--- src/rtl/sc_life_loss_pkg.sv ---
// ---------------------------------------------------------------------------
// sc_life_loss_pkg
//   Shared definitions for the frog life-loss controller.
//   - 3-bit state encodings and the matching enum used by the FSM
//   - default game-over lives value and default respawn window length
//   - small helper that says in which state a collision edge may count
// ---------------------------------------------------------------------------
package sc_life_loss_pkg;

  // State encodings; kept as plain localparams so other blocks (debug taps,
  // LED decoders) can compare against them without the enum type.
  localparam logic [2:0] ST_ALIVE    = 3'd0;
  localparam logic [2:0] ST_HIT      = 3'd1;
  localparam logic [2:0] ST_SETTLE   = 3'd2;
  localparam logic [2:0] ST_RESPAWN  = 3'd3;
  localparam logic [2:0] ST_GAMEOVER = 3'd4;

  typedef enum logic [2:0] {
    S_ALIVE    = ST_ALIVE,
    S_HIT      = ST_HIT,
    S_SETTLE   = ST_SETTLE,
    S_RESPAWN  = ST_RESPAWN,
    S_GAMEOVER = ST_GAMEOVER
  } state_e;

  // The lives counter resets to 0 and counts down through 7, 6, 5:
  // three losses end the game.
  localparam logic [2:0]  GAMEOVER_VALUE_DEFAULT = 3'd5;

  // One second of invulnerability at 50 MHz.
  localparam int unsigned RESPAWN_CYCLES_DEFAULT = 50_000_000;

  // A collision edge only costs a life while the frog is plainly alive;
  // every other state is either mid-decrement, invulnerable or finished.
  function automatic logic hit_accepted(input state_e s);
    return (s == S_ALIVE);
  endfunction

endpackage

--- src/rtl/sc_respawn_timer.sv ---
// ---------------------------------------------------------------------------
// sc_respawn_timer
//   Loadable down-counter used to time the invulnerable respawn window.
//   Load has priority over counting; the counter stops at zero.
//
//   Ports
//     SC_LIVES_COUNTER_CLOCK_50     in   system clock, rising edge
//     SC_LIVES_COUNTER_RESET_InHigh in   asynchronous active-high reset (count=0)
//     load_InHigh                   in   load load_value_In this cycle
//     load_value_In                 in   WIDTH-bit value to load
//     enable_InHigh                 in   decrement by one this cycle
//     zero_OutHigh                  out  count register is zero
// ---------------------------------------------------------------------------
module sc_respawn_timer #(
  parameter int unsigned WIDTH = 26
) (
  input  logic             SC_LIVES_COUNTER_CLOCK_50,
  input  logic             SC_LIVES_COUNTER_RESET_InHigh,
  input  logic             load_InHigh,
  input  logic [WIDTH-1:0] load_value_In,
  input  logic             enable_InHigh,
  output logic             zero_OutHigh
);

  logic [WIDTH-1:0] count_q;
  logic [WIDTH-1:0] count_d;

  always_comb begin
    count_d = count_q;
    if (load_InHigh) begin
      count_d = load_value_In;
    end else if (enable_InHigh && (count_q != '0)) begin
      count_d = count_q - WIDTH'(1);
    end
  end

  always_ff @(posedge SC_LIVES_COUNTER_CLOCK_50 or posedge SC_LIVES_COUNTER_RESET_InHigh) begin
    if (SC_LIVES_COUNTER_RESET_InHigh) begin
      count_q <= '0;
    end else begin
      count_q <= count_d;
    end
  end

  // Derived straight from the register, so it carries no input path.
  assign zero_OutHigh = (count_q == '0);

endmodule

--- src/rtl/sc_life_loss_ctrl.sv ---
// ---------------------------------------------------------------------------
// sc_life_loss_ctrl
//   Turns frog/hazard collisions into life losses. A rising edge of the
//   collision level while alive and running issues one active-low decrement
//   request to the lives counter, waits one cycle for the counter to settle,
//   then either ends the game or starts an invulnerable respawn window.
//
//   Ports
//     SC_LIVES_COUNTER_CLOCK_50     in   system clock, rising edge
//     SC_LIVES_COUNTER_RESET_InHigh in   asynchronous active-high reset
//     collision_InHigh              in   level: frog overlaps a hazard
//     enable_InHigh                 in   game running (low = paused)
//     lives_In                      in   lives counter register value
//     upcount_OutLow                out  one-cycle active-low decrement request
//     respawn_OutHigh               out  one-cycle pulse: frog back to start
//     invulnerable_OutHigh          out  level, high during respawn window
//     game_over_OutHigh             out  level, sticky until reset
//
//   All outputs are flops loaded from the next-state decode, so each output
//   lines up with the state it belongs to and nothing is combinational from
//   the inputs.
// ---------------------------------------------------------------------------
module sc_life_loss_ctrl
  import sc_life_loss_pkg::*;
#(
  parameter int unsigned              LIVES_WIDTH    = 3,
  parameter logic [LIVES_WIDTH-1:0]   GAMEOVER_VALUE = LIVES_WIDTH'(GAMEOVER_VALUE_DEFAULT),
  parameter int unsigned              RESPAWN_CYCLES = RESPAWN_CYCLES_DEFAULT,
  parameter int unsigned              TIMER_WIDTH    = 26
) (
  input  logic                   SC_LIVES_COUNTER_CLOCK_50,
  input  logic                   SC_LIVES_COUNTER_RESET_InHigh,
  input  logic                   collision_InHigh,
  input  logic                   enable_InHigh,
  input  logic [LIVES_WIDTH-1:0] lives_In,
  output logic                   upcount_OutLow,
  output logic                   respawn_OutHigh,
  output logic                   invulnerable_OutHigh,
  output logic                   game_over_OutHigh
);

  // Timer counts RESPAWN_CYCLES-1 down to 0; the exit decision is taken on
  // the zero cycle, which gives exactly RESPAWN_CYCLES enabled cycles.
  localparam logic [TIMER_WIDTH-1:0] TIMER_LOAD = TIMER_WIDTH'(RESPAWN_CYCLES - 1);

  state_e state_q;
  state_e state_d;

  logic   coll_prev_q;
  logic   hit;

  logic   timer_load;
  logic   timer_en;
  logic   timer_zero;

  logic   upcount_q;
  logic   upcount_d;
  logic   respawn_q;
  logic   respawn_d;
  logic   invulnerable_q;
  logic   invulnerable_d;
  logic   game_over_q;
  logic   game_over_d;

  // Edge detect against the previous sample. The sample is refreshed every
  // cycle regardless of state, so a collision still held high when the frog
  // comes back to ALIVE does not look like a new hit.
  assign hit = collision_InHigh && !coll_prev_q;

  // -------------------------------------------------------------------------
  // Next-state and timer control
  // -------------------------------------------------------------------------
  always_comb begin
    state_d    = state_q;
    timer_load = 1'b0;
    timer_en   = 1'b0;

    case (state_q)
      S_ALIVE: begin
        // A paused edge is simply dropped; the edge is gone next cycle.
        if (hit && enable_InHigh && hit_accepted(state_q)) begin
          state_d = S_HIT;
        end
      end

      S_HIT: begin
        state_d = S_SETTLE;
      end

      S_SETTLE: begin
        // lives_In already reflects the decrement issued during HIT.
        if (lives_In == GAMEOVER_VALUE) begin
          state_d = S_GAMEOVER;
        end else begin
          state_d    = S_RESPAWN;
          timer_load = 1'b1;
        end
      end

      S_RESPAWN: begin
        // Pausing freezes both the countdown and the exit.
        if (enable_InHigh) begin
          if (timer_zero) begin
            state_d = S_ALIVE;
          end else begin
            timer_en = 1'b1;
          end
        end
      end

      S_GAMEOVER: begin
        state_d = S_GAMEOVER;
      end

      default: begin
        state_d = S_ALIVE;
      end
    endcase
  end

  // -------------------------------------------------------------------------
  // Output decode from the next state
  // -------------------------------------------------------------------------
  always_comb begin
    upcount_d      = (state_d != S_HIT);
    // The only way into RESPAWN is from SETTLE, which is exactly when the
    // timer is loaded, so the load doubles as the entry marker.
    respawn_d      = timer_load;
    invulnerable_d = (state_d == S_RESPAWN);
    game_over_d    = (state_d == S_GAMEOVER);
  end

  // -------------------------------------------------------------------------
  // State and output registers
  // -------------------------------------------------------------------------
  always_ff @(posedge SC_LIVES_COUNTER_CLOCK_50 or posedge SC_LIVES_COUNTER_RESET_InHigh) begin
    if (SC_LIVES_COUNTER_RESET_InHigh) begin
      state_q        <= S_ALIVE;
      coll_prev_q    <= 1'b0;
      upcount_q      <= 1'b1;
      respawn_q      <= 1'b0;
      invulnerable_q <= 1'b0;
      game_over_q    <= 1'b0;
    end else begin
      state_q        <= state_d;
      coll_prev_q    <= collision_InHigh;
      upcount_q      <= upcount_d;
      respawn_q      <= respawn_d;
      invulnerable_q <= invulnerable_d;
      game_over_q    <= game_over_d;
    end
  end

  assign upcount_OutLow       = upcount_q;
  assign respawn_OutHigh      = respawn_q;
  assign invulnerable_OutHigh = invulnerable_q;
  assign game_over_OutHigh    = game_over_q;

  // -------------------------------------------------------------------------
  // Respawn window timer
  // -------------------------------------------------------------------------
  sc_respawn_timer #(
    .WIDTH (TIMER_WIDTH)
  ) u_respawn_timer (
    .SC_LIVES_COUNTER_CLOCK_50     (SC_LIVES_COUNTER_CLOCK_50),
    .SC_LIVES_COUNTER_RESET_InHigh (SC_LIVES_COUNTER_RESET_InHigh),
    .load_InHigh                   (timer_load),
    .load_value_In                 (TIMER_LOAD),
    .enable_InHigh                 (timer_en),
    .zero_OutHigh                  (timer_zero)
  );

endmodule
--- config.mk ---
export PLATFORM = sky130hd
export DESIGN_NAME = sc_life_loss_ctrl
export DESIGN_NICKNAME = d
export VERILOG_FILES = /design/src/rtl/sc_life_loss_pkg.sv /design/src/rtl/sc_respawn_timer.sv /design/src/rtl/sc_life_loss_ctrl.sv
export SDC_FILE = /design/constraint.sdc
export NUM_CORES = 1
export LEC_CHECK = 0
export BUFFER_PORTS_ARGS = -buffer_cell sky130_fd_sc_hd__buf_2
export CORE_UTILIZATION = 35
export CTS_BUF_LIST = sky130_fd_sc_hd__clkbuf_4 sky130_fd_sc_hd__clkbuf_8
export CTS_CLUSTER_SIZE = 14
export DETAILED_ROUTE_END_ITERATION = 8
export GPL_TIMING_DRIVEN = 0
export HOLD_SLACK_MARGIN = 0.03
export PLACE_DENSITY_LB_ADDON = 0.2
export SYNTH_ARGS = -nofsm -noshare
export SYNTH_HDL_FRONTEND = slang
export SYNTH_SLANG_ARGS = --single-unit
--- constraint.sdc ---
create_clock -name SC_LIVES_COUNTER_CLOCK_50 -period 2.9 [get_ports SC_LIVES_COUNTER_CLOCK_50]
set_clock_uncertainty 0.1 [all_clocks]
set_input_delay 0.29 -clock SC_LIVES_COUNTER_CLOCK_50 [delete_from_list [all_inputs] [get_ports SC_LIVES_COUNTER_CLOCK_50]]
set_output_delay 0.29 -clock SC_LIVES_COUNTER_CLOCK_50 [all_outputs]
set_load 0.02 [all_outputs]
* Yosys cells after proc, flatten, opt, wreduce, memory -nomap -nowiden
Cells that the tools add are included.
** Word-level totals
- Output and inout bits :: 4
- Word-level logic and storage cells :: 37
- Bits of input ports :: 7
- Register bits after elaboration :: 34
** Operators by class
- Equal/unequal tests :: 8
- Mux-type cells :: 12
- Reductions and logical operators :: 9
- $add $sub $neg :: 1
** Operator list (number)
- $mux 26 :: 2
- $logic_not 26->1 :: 1
- $reduce_bool 26->1 :: 1
- $sub 26x1->26 const B :: 1
- $pmux 3 s5 :: 1
- $mux 3 :: 4
- $eq 3x2->1 const B :: 3
- $eq 3x3->1 const B :: 3
- $mux 1 :: 5
- $logic_and 1x1->1 :: 4
- $eq 3x1->1 const B :: 1
- $logic_not 3->1 :: 1
- $ne 3x1->1 const B :: 1
- $reduce_bool 2->1 :: 1
- $logic_not 1->1 :: 1

* Longest topological paths before layout
Gate-level depths: netlist of run 1.
- Depth after elaboration :: 7
- Gate-level depth with buffers :: 8

* Modules after synthesis
A second synthesis of run 1 with hierarchy kept.
** Second synthesis, totals
- Cell total of the unflattened synthesis :: 214
- Area, all modules :: 1996.9 sq um
** Modules (own cells, without submodules)
- sc_respawn_timer :: seq. area each 650.6 sq um, instances 1, area each 1646.6 sq um, cells an instance 184
- sc_life_loss_ctrl :: seq. area each 201.4 sq um, instances 1, area each 350.3 sq um, cells an instance 30

* Worst setup path before layout of run 1
Ideal clock, no wire load.
- Path kind :: register -> register
- From :: register u_respawn_timer.count_q[0]
- To :: register u_respawn_timer.count_q[17]
- Slack :: 0.537 ns
- Data required time :: 2.675 ns
- Clock period less this slack :: 2.363 ns
- Cell stages (with the launch flop) :: 9
- Buffers on the path :: 1
- Arrival time :: 2.137 ns
- Setup time :: 0.125 ns
- Path through :: dfrtp_1 > inv_1 > ha_1 > or4b_2 > nor4_4 > a21oi_2 > buf_6 > a311oi_2 > nor2_1
** Between the ends
- Word-level cells in the longest chain between the ends :: 6
** Ends and longest elaborated chain
- start: declaration :: RTL line sc_respawn_timer.sv:25 : logic [WIDTH-1:0] count_q;
- start signal: assignment :: RTL line sc_respawn_timer.sv:41 : count_q <= count_d;
- branches (longest 6 deep; another with $sub 26x1->26)
Parallel ways; which one is timed is not known. The select of a mux whose other input is x is not followed.
A chain may end at the register's enable or synchronous reset.

* Worst setup path in the final report of run 1
Ends and elaborated chain as after synthesis.

==> results_dict.tcl, run 1 <==
set metrics [dict create \
    status "finished clean" \
    path_depth 8 \
    fin_nets 218 \
    switchingPower_mw 0.490 \
    drv_slew 0 \
    min_path_cells 4 \
    syn_to_final_growth_pct 17.6 \
    synth-edff-count 0 \
    worstPathArrival_ns 2.69 \
    rsz0062_at_grt "false" \
    critPathRequiredTime_ns 2.97 \
    track_usage 0.179 \
    cts.sinks 34 \
    max_clock_freq_ghz 0.382 \
    numPortBuffers 10 \
    seqPwrFrac 0.375 \
    cp_max_fo 10 \
    h-tree-depth 2 \
    gr-total-overflow 0 \
    worst-path-buf-inv 2 \
    seq_area_frac_synth 0.457 \
    syn_area_per_cell_sq_um 9.86 \
    hpwlAfterDp_microns 3020 \
    die_h_microns 75.0 \
    ctsResizeCount 0 \
    post-cts-setup-buffers 0 \
    placed_area_sq_mm 0.00203 \
    clkPwrFrac 0.366 \
    drtPass1Iterations 4 \
    fin_crit_sh 0.903 \
    ys_ff_latch 34 \
    yosysTopAreaCell "dfrtp_1" \
    dp_slack_ns 0.282 \
    drc_errors 0 \
    wirelength_microns 4340 \
    hold_violations 0 \
    cts_buffers 5 \
    synth_warnings 0 \
    synthFlopType "dfrtp_1" \
    clock_latency_ns 0.29 \
    crit_chain "inv_1, ha_1, or4b_2, nor4_4, a21oi_2, buf_6, a311oi_2, nor2_1" \
    critical_path.max_stage_delay_ns 0.62 \
    ant_nets 0 \
    clk_path_buf_depth 2 \
    irDropWorstVdd_v 0.000294 \
    die-area_sq_mm 0.00562 \
    cp_slowest_cell "or4b_2" \
    ys_async_sr_fraction 1.00 \
    reg2regPathDepth 8 \
    critPathLaunchType "register" \
    setup_ws_ns 0.283 \
    syn_area_sq_mm 0.00186 \
    fin_cells 280 \
    sw_frac_of_total 0.327 \
    path_clk_slew_ns 0.08 \
    yosysUniqueCellTypes 47 \
    synth.top_cells.by_count "33 x dfrtp_1, 16 x nor2_1, 11 x nand2_1" \
    worst_path_dominant_cell_family "simple AND/OR/NAND/NOR gates" \
    max_cap_violations 0 \
    place_congestion 0.738 \
    comb_power_share 0.259 \
    internal_power_mw 1.01 \
    fin_setup_tns_ns 0 \
    grt_pass1_vias 1447 \
    dpl.cell_count 270 \
    grt_pass1_wl_microns 7280 \
    vias 1533 \
    timing.hold.worst.class "input port to register" \
    syn_inst 189 \
    antenna_cells 0 \
    relSlewSlack 0.530 \
    critPathKind "register to register" \
    synthMostInstantiatedCell "dfrtp_1" \
    io_pins 11 \
    power_density_mw_per_mm2 684 \
    rows 26 \
    end_kind "register" \
    antenna_found_initial 0 \
    vias_per_cell 5.48 \
    period_minus_slack_ns 2.62 \
    cts_tree "done" \
    core-area_sq_mm 0.00511 \
    setup_viol 0 \
    final_area_sq_mm 0.00219 \
    initial_core_util 0.365 \
    drt_iter0_drc 111 \
    die_w_microns 75.0 \
    synth.top_cell.area_share 0.443 \
    grt_max_degree 20 \
    power_leakage_nw 0.833 \
    drive_above_1_share 0.190 \
    wl_per_cell_microns 15.5 \
    synth.area.top_cells "dfrtp_1 44%, nor2_1 3.2%, or4_1 3.2%, o31ai_1 2.8%, nand3_1 2.7%" \
    worstMarginPinSlew_ns 0.704 \
    syn-num-nets 198 \
    root_buffer "clkbuf_8" \
]
per-layer routing:
layer	GRT usage	wire [microns]	part of all wire	vias to the layer above
li1	-	-	-	760
met1	0.250	2170	0.50	738
met2	0.271	1950	0.45	30
met3	0.0402	162	0.037	5
met4	0.0629	47	0.011	0
met5	0	0	0	-
repair_timing:
item	CTS	global route
hold buffers	2	0
endpoints found under the setup margin	0	0
endpoints found under the hold margin	15	0
worst register-to-register path, stage by stage, from the launching register on:
cell,delay (ns)
dfrtp_1,0.41
inv_1,0.10
ha_1,0.15
or4b_2,0.62
nor4_4,0.39
a21oi_2,0.21
buf_6,0.20
a311oi_2,0.24
nor2_1,0.08
cells in the final DEF, fill, tap and decap left out, types with 4 or more instances in the layout:
cell type  count
dfrtp_1       33
nor2_1        16
buf_2         12
nand2_1       11
nand3_1       10
or4_1          8
a21oi_1        8
o21ai_1        8
nor4_1         7
o31ai_1        7
or3_1          7
clkbuf_1       6
clkbuf_8       6
nand4_1        5
inv_1          5
a31oi_1        5
and2_1         4
nor3_1         4
and4_1         4
flip-flops by register name (all words and copies together), names as in the netlist:
signal and cells:
coll_prev_q 1, game_over_OutHigh 1, invulnerable_OutHigh 1, respawn_OutHigh 1, state_q 3, u_respawn_timer.count_q 26
upcount_OutLow 1
power by group through the flow:
stage / registers [mW] / logic [mW] / clock network (mW)
6_report: 0.562 / 0.388 / 0.549
5_1_grt: 0.572 / 0.440 / 0.581
4_1_cts: 0.563 / 0.396 / 0.561
3_5_place_dp: 0.572 / 0.392 / 0
3_3_place_gp: 0.572 / 0.389 / 0
2_1_floorplan: 0.586 / 0.247 / 0
kinds of logic (layout without fill, tap and decap cells):
group	count (synthesis)	after routing	synth area share
adder cells (fa/ha/maj)	2	2	0.0134
AND/OR/NAND/NOR	93	93	0.319
buffers and inverters	16	37	0.0396
multiplexers	3	3	0.0161
AO/OA/AOI/OAI	41	41	0.154
flip-flops	34	34	0.457
path summary, 6_finish.rpt:
check	from	to	slack, ns
max	u_respawn_timer.count_q[0]	u_respawn_timer.count_q[17]	0.28
min	enable_InHigh	state_q[1]	0.25
max reg2reg	u_respawn_timer.count_q[0]	u_respawn_timer.count_q[17]	0.28
min reg2reg	coll_prev_q	upcount_OutLow	0.38
max in group asynchronous	SC_LIVES_COUNTER_RESET_InHigh	u_respawn_timer.count_q[0]	1.61
min in group asynchronous	SC_LIVES_COUNTER_RESET_InHigh	invulnerable_OutHigh	0.55
metrics by stage:
stage | hold slack [ns] | utilization | power, mW
floorplan | 0.221 | - | 0.833
global placement | 0.314 | 0.392 | 0.961
detailed placement | 0.319 | 0.397 | 0.964
CTS | 0.247 | 0.429 | 1.52
global route | 0.303 | 0.429 | 1.59
finish | 0.254 | 0.429 | 1.50
final cells by class:
class	instances	area [sq um]
clock inverter	2	60.1
inverter	6	22.5
timing repair buffer	13	97.6
sequential	34	852
clock buffer	6	82.6
fill	514	2920
multi-input combinational	139	937
tap	70	87.6
buffer	10	51.3
No activity file was read; power rests on OpenSTA's default activity.
==> run 2, diff against run 1 <==
--- a/config.mk
+++ b/config.mk
@@ -6,6 +6,7 @@
 export NUM_CORES = 1
 export LEC_CHECK = 0
 export BUFFER_PORTS_ARGS = -buffer_cell sky130_fd_sc_hd__buf_2
+export CORE_ASPECT_RATIO = 1.75
 export CORE_UTILIZATION = 35
 export CTS_BUF_LIST = sky130_fd_sc_hd__clkbuf_4 sky130_fd_sc_hd__clkbuf_8
 export CTS_CLUSTER_SIZE = 14
==> results_dict.tcl, run 2 (same netlist as run 1, synthesis figures left out) <==
set metrics [dict create \
    die-area_sq_mm 0.00563 \
    clk_path_buf_depth 2 \
    drt_iter0_drc 41 \
    drive_above_1_share 0.192 \
    period_minus_slack_ns 2.61 \
    timing.hold.worst.class "input port to async pin" \
    post-cts-setup-buffers 0 \
    violations "design-rule violations" \
    gr-total-overflow 0 \
    ctsResizeCount 0 \
    grt_max_degree 35 \
    largest_reg_flops 26 \
    grt_pass1_wl_microns 7690 \
    cp_slowest_cell "or4b_2" \
    io_pins 11 \
    dpl.cell_count 253 \
    rrSetupSlack_ns 0.29 \
    reg.largest.list "u_respawn_timer.count_q x26, state_q x3" \
    critPathLaunchType "register" \
    cts.sinks 34 \
    relSlewSlack 0.517 \
    path_clk_slew_ns 0.07 \
    setup_ws_ns 0.294 \
    rsz0062_at_grt "false" \
    drv_slew 0 \
    power_density_mw_per_mm2 634 \
    rows 34 \
    cp_max_fo 10 \
    end_kind "register" \
    die_h_microns 98.5 \
    crit_chain "inv_1, ha_1, or4b_2, nor4_4, a21oi_2, buf_6, a311oi_2, nor2_1" \
    clock_latency_ns 0.29 \
    syn_to_final_growth_pct 11.8 \
    antenna_cells 0 \
    antenna_found_initial 0 \
    reg2regPathDepth 8 \
    worstMarginPinSlew_ns 0.723 \
    initial_core_util 0.368 \
    place_congestion 0.773 \
    fin_setup_tns_ns 0 \
    max_clock_freq_ghz 0.384 \
    layout_commonest_cell "dfrtp_1" \
    root_buffer "clkbuf_8" \
    critical_path.max_stage_delay_ns 0.63 \
    vias_per_cell 5.87 \
    critPathRequiredTime_ns 2.97 \
    vias 1538 \
    h-tree-depth 2 \
    fin_nets 216 \
    core-area_sq_mm 0.00506 \
    die_w_microns 57.2 \
    worstPathArrival_ns 2.68 \
    reg2reg_to "u_respawn_timer.count_q[17]" \
    fin_cells 262 \
    irDropWorstVdd_v 0.000258 \
    fin_crit_sh 0.899 \
    top_register "u_respawn_timer.count_q" \
    setup_viol 0 \
    hold_violations 0 \
    wirelength_microns 4460 \
    drc_errors 4 \
    max_cap_violations 0 \
    ant_nets 0 \
    hpwlAfterDp_microns 3200 \
    critPathKind "register to register" \
    numPortBuffers 10 \
    status "finished with violations" \
    dp_slack_ns 0.314 \
    wl_per_cell_microns 17.0 \
    track_usage 0.179 \
    power_leakage_nw 0.789 \
    drtPass1Iterations 7 \
    cts_buffers 5 \
    grt_pass1_vias 1583 \
    cts_tree "done" \
    total_power_mw 1.32 \
    layout_common_cells "33 x dfrtp_1, 16 x nor2_1, 12 x buf_2, 11 x nand2_1, 10 x nand3_1" \
    timing.rr.start "u_respawn_timer.count_q[0]" \
]
## run 2: per-layer routing
layer / vias up / GRT usage / routed length, microns
li1: 756 / - / -
met1: 744 / 0.201 / 1900
met2: 27 / 0.319 / 2340
met3: 11 / 0.0354 / 97
met4: 0 / 0.0769 / 120
met5: - / 0 / 0
## run 2: worst max-delay path by stage
stage / endpoint / startpoint / slack [ns]
floorplan: u_respawn_timer.count_q[17] / u_respawn_timer.count_q[0] / 0.54
global placement: u_respawn_timer.count_q[17] / u_respawn_timer.count_q[0] / 0.33
finish: u_respawn_timer.count_q[17] / u_respawn_timer.count_q[0] / 0.29
global route: u_respawn_timer.count_q[2] / u_respawn_timer.count_q[0] / 0.15
CTS: u_respawn_timer.count_q[17] / u_respawn_timer.count_q[0] / 0.30
detailed placement: u_respawn_timer.count_q[17] / u_respawn_timer.count_q[0] / 0.31
## run 2: area by class of cell
| type | instances | area [sq um] |
|---|---|---|
| buffer | 10 | 51.3 |
| clock inverter | 1 | 7.51 |
| timing repair buffer | 11 | 60.1 |
| clock buffer | 7 | 83.8 |
| sequential | 34 | 852 |
| multi-input combinational | 139 | 937 |
| fill | 503 | 2980 |
| inverter | 6 | 22.5 |
| tap | 54 | 67.6 |
## run 2: metrics by stage
stage | area [sq um] | utilization | hold WS [ns]
6_report | 2080 | 0.411 | 0.0180
5_1_grt | 2080 | 0.411 | 0.0770
4_1_cts | 2080 | 0.411 | 0.263
3_5_place_dp | 1980 | 0.391 | 0.316
3_3_place_gp | 1980 | 0.391 | 0.316
2_1_floorplan | 1860 | - | 0.221
## run 2: timing repair
| action | 4_1_cts | 5_1_grt |
|---|---|---|
| hold buffers | 1 | 0 |
| setup endpoints to repair | 0 | 0 |
| hold endpoints to repair | 1 | 0 |
## run 2: critical path: cells and delay by family, from the launching register on
family	cells	cell delay, ns
compound gates	2	0.44
fa+ha+maj	1	0.18
buf+inv	2	0.30
flops	1	0.41
simple gates	3	1.06
## run 2: power breakdown
group / internal (mW) / total (mW) / leakage, nW / switching (mW)
sequential: 0.523 / 0.563 / 0.369 / 0.0409
combinational: 0.116 / 0.391 / 0.375 / 0.275
clock: 0.189 / 0.366 / 0.0453 / 0.178
==> run 3, diff against run 2 <==
--- a/config.mk
+++ b/config.mk
@@ -12,7 +12,6 @@
 export CTS_CLUSTER_SIZE = 14
 export DETAILED_ROUTE_END_ITERATION = 8
 export GPL_TIMING_DRIVEN = 0
-export HOLD_SLACK_MARGIN = 0.03
 export PLACE_DENSITY_LB_ADDON = 0.2
 export SYNTH_ARGS = -nofsm -noshare
 export SYNTH_HDL_FRONTEND = slang
==> constraint.sdc (replaced) <==
create_clock -name SC_LIVES_COUNTER_CLOCK_50 -period 2.9 [get_ports SC_LIVES_COUNTER_CLOCK_50]
set_clock_uncertainty 0.1 [all_clocks]
set_input_delay 0.435 -clock SC_LIVES_COUNTER_CLOCK_50 [delete_from_list [all_inputs] [get_ports SC_LIVES_COUNTER_CLOCK_50]]
set_output_delay 0.435 -clock SC_LIVES_COUNTER_CLOCK_50 [all_outputs]
set_load 0.02 [all_outputs]
==> results_dict.tcl, run 3 (same netlist as run 1, synthesis figures left out) <==
set metrics [dict create \
    status "finished with violations" \
    violations "design-rule violations" \
    layout_commonest_cell "dfrtp_1" \
    initial_core_util 0.368 \
    post-cts-setup-buffers 0 \
    setup_viol 0 \
    max_clock_freq_ghz 0.384 \
    wl_per_cell_microns 17.1 \
    cp_max_fo 10 \
    end_kind "register" \
    drtPass1Iterations 7 \
    cts_buffers 5 \
    wirelength_microns 4450 \
    timing.hold.worst.class "input port to async pin" \
    syn_to_final_growth_pct 11.2 \
    drive_above_1_share 0.193 \
    fin_setup_tns_ns 0 \
    root_buffer "clkbuf_8" \
    period_minus_slack_ns 2.60 \
    critPathRequiredTime_ns 2.97 \
    die_w_microns 57.2 \
    ant_nets 0 \
    drt_iter0_drc 47 \
    hpwlAfterDp_microns 3200 \
    clk_path_buf_depth 2 \
    vias 1543 \
    placed_area_sq_mm 0.00198 \
    fin_crit_sh 0.898 \
    power_leakage_nw 0.785 \
    final_area_sq_mm 0.00207 \
    cts_tree "done" \
    worstPathArrival_ns 2.67 \
    h-tree-depth 2 \
    fin_nets 215 \
    dp_slack_ns 0.314 \
    setup_ws_ns 0.296 \
    antenna_found_initial 0 \
    irDropWorstVdd_v 0.000252 \
    hold_violations 0 \
    top_register "u_respawn_timer.count_q" \
    ctsResizeCount 0 \
    antenna_cells 0 \
    io_pins 11 \
    drc_errors 4 \
    clock_latency_ns 0.29 \
    layout_common_cells "33 x dfrtp_1, 16 x nor2_1, 12 x buf_2, 11 x nand2_1, 10 x nand3_1" \
    grt_pass1_vias 1583 \
    core-area_sq_mm 0.00506 \
    drv_slew 0 \
    crit_chain "inv_1, ha_1, or4b_2, nor4_4, a21oi_2, buf_6, a311oi_2, nor2_1" \
    relSlewSlack 0.516 \
    power_density_mw_per_mm2 635 \
    numPortBuffers 10 \
    reg.largest.list "u_respawn_timer.count_q x26, state_q x3" \
    rsz0062_at_grt "false" \
    path_clk_slew_ns 0.07 \
    critical_path.max_stage_delay_ns 0.63 \
    grt_pass1_wl_microns 7690 \
    worstMarginPinSlew_ns 0.724 \
    largest_reg_flops 26 \
    cp_slowest_cell "or4b_2" \
    gr-total-overflow 0 \
    critPathLaunchType "register" \
    rows 34 \
    die_h_microns 98.5 \
    holdBufCountCts 0 \
    critPathKind "register to register" \
    vias_per_cell 5.91 \
    max_cap_violations 0 \
    cts.sinks 34 \
    grt_max_degree 35 \
    die-area_sq_mm 0.00563 \
    place_congestion 0.773 \
    track_usage 0.179 \
]
==> run 3: changes by cell type in the layout (fill, tap and decap cells not counted), sizes merged <==
| cell | change |
|---|---|
| dlygate4sd3 | -1 |
==> run 3: layout make-up <==
class                   instances  area [sq um]
plain buffers                  10          51.3
clock buffers                   7          83.8
clock inverters                 1          7.51
fillers                       504          2990
inverters                       6          22.5
multi-input cells             139           937
flip-flops and latches         34           852
well taps                      54          67.6
repair buffers                 10          50.0
==> run 3: per-layer routing <==
metal  GRT usage  vias to the layer above  routed length [microns]
met3      0.0354                       12                      101
met4      0.0769                        0                      131
li1            -                      753                        -
met2       0.319                       27                     2350
met1       0.201                      751                     1870
met5           0                        -                        0
==> run 3: stage by stage <==
stage | hold slack, ns | power, mW | std cells | utilization
floorplan | 0.336 | 0.833 | 189 | -
global placement | 0.369 | 0.962 | 253 | 0.391
detailed placement | 0.372 | 0.964 | 253 | 0.391
CTS | 0.169 | 1.33 | 261 | 0.409
global route | 0.167 | 1.40 | 261 | 0.409
finish | 0.162 | 1.32 | 261 | 0.409
==> run 3: worst max-delay path, delay by kind of cell, from the launching register on <==
family	cells	cell delay [ns]
simple gates	3	1.06
compound gates	2	0.43
flops	1	0.41
buf+inv	2	0.30
fa+ha+maj	1	0.18
==> run 3: worst paths after layout <==
path                                    cells after the start                          end                     startpoint  slack (ns)
max                                                         8  u_respawn_timer.count_q[17]     u_respawn_timer.count_q[0]        0.30
min                                                         2   u_respawn_timer.count_q[4]  SC_LIVES_COUNTER_RESET_InHigh        0.16
max reg2reg                                                 8  u_respawn_timer.count_q[17]     u_respawn_timer.count_q[0]        0.30
min reg2reg                                                 1               upcount_OutLow                    coll_prev_q        0.38
max in group asynchronous                                   2  u_respawn_timer.count_q[23]  SC_LIVES_COUNTER_RESET_InHigh        2.06
min in group SC_LIVES_COUNTER_CLOCK_50                      1                  coll_prev_q               collision_InHigh        0.17
==> run 3: power breakdown <==
| group | total [mW] | internal (mW) | leakage [nW] | switching (mW) |
|---|---|---|---|---|
| Clock | 0.364 | 0.189 | 0.0453 | 0.175 |
| Sequential | 0.564 | 0.523 | 0.369 | 0.0409 |
| Combinational | 0.389 | 0.115 | 0.370 | 0.274 |
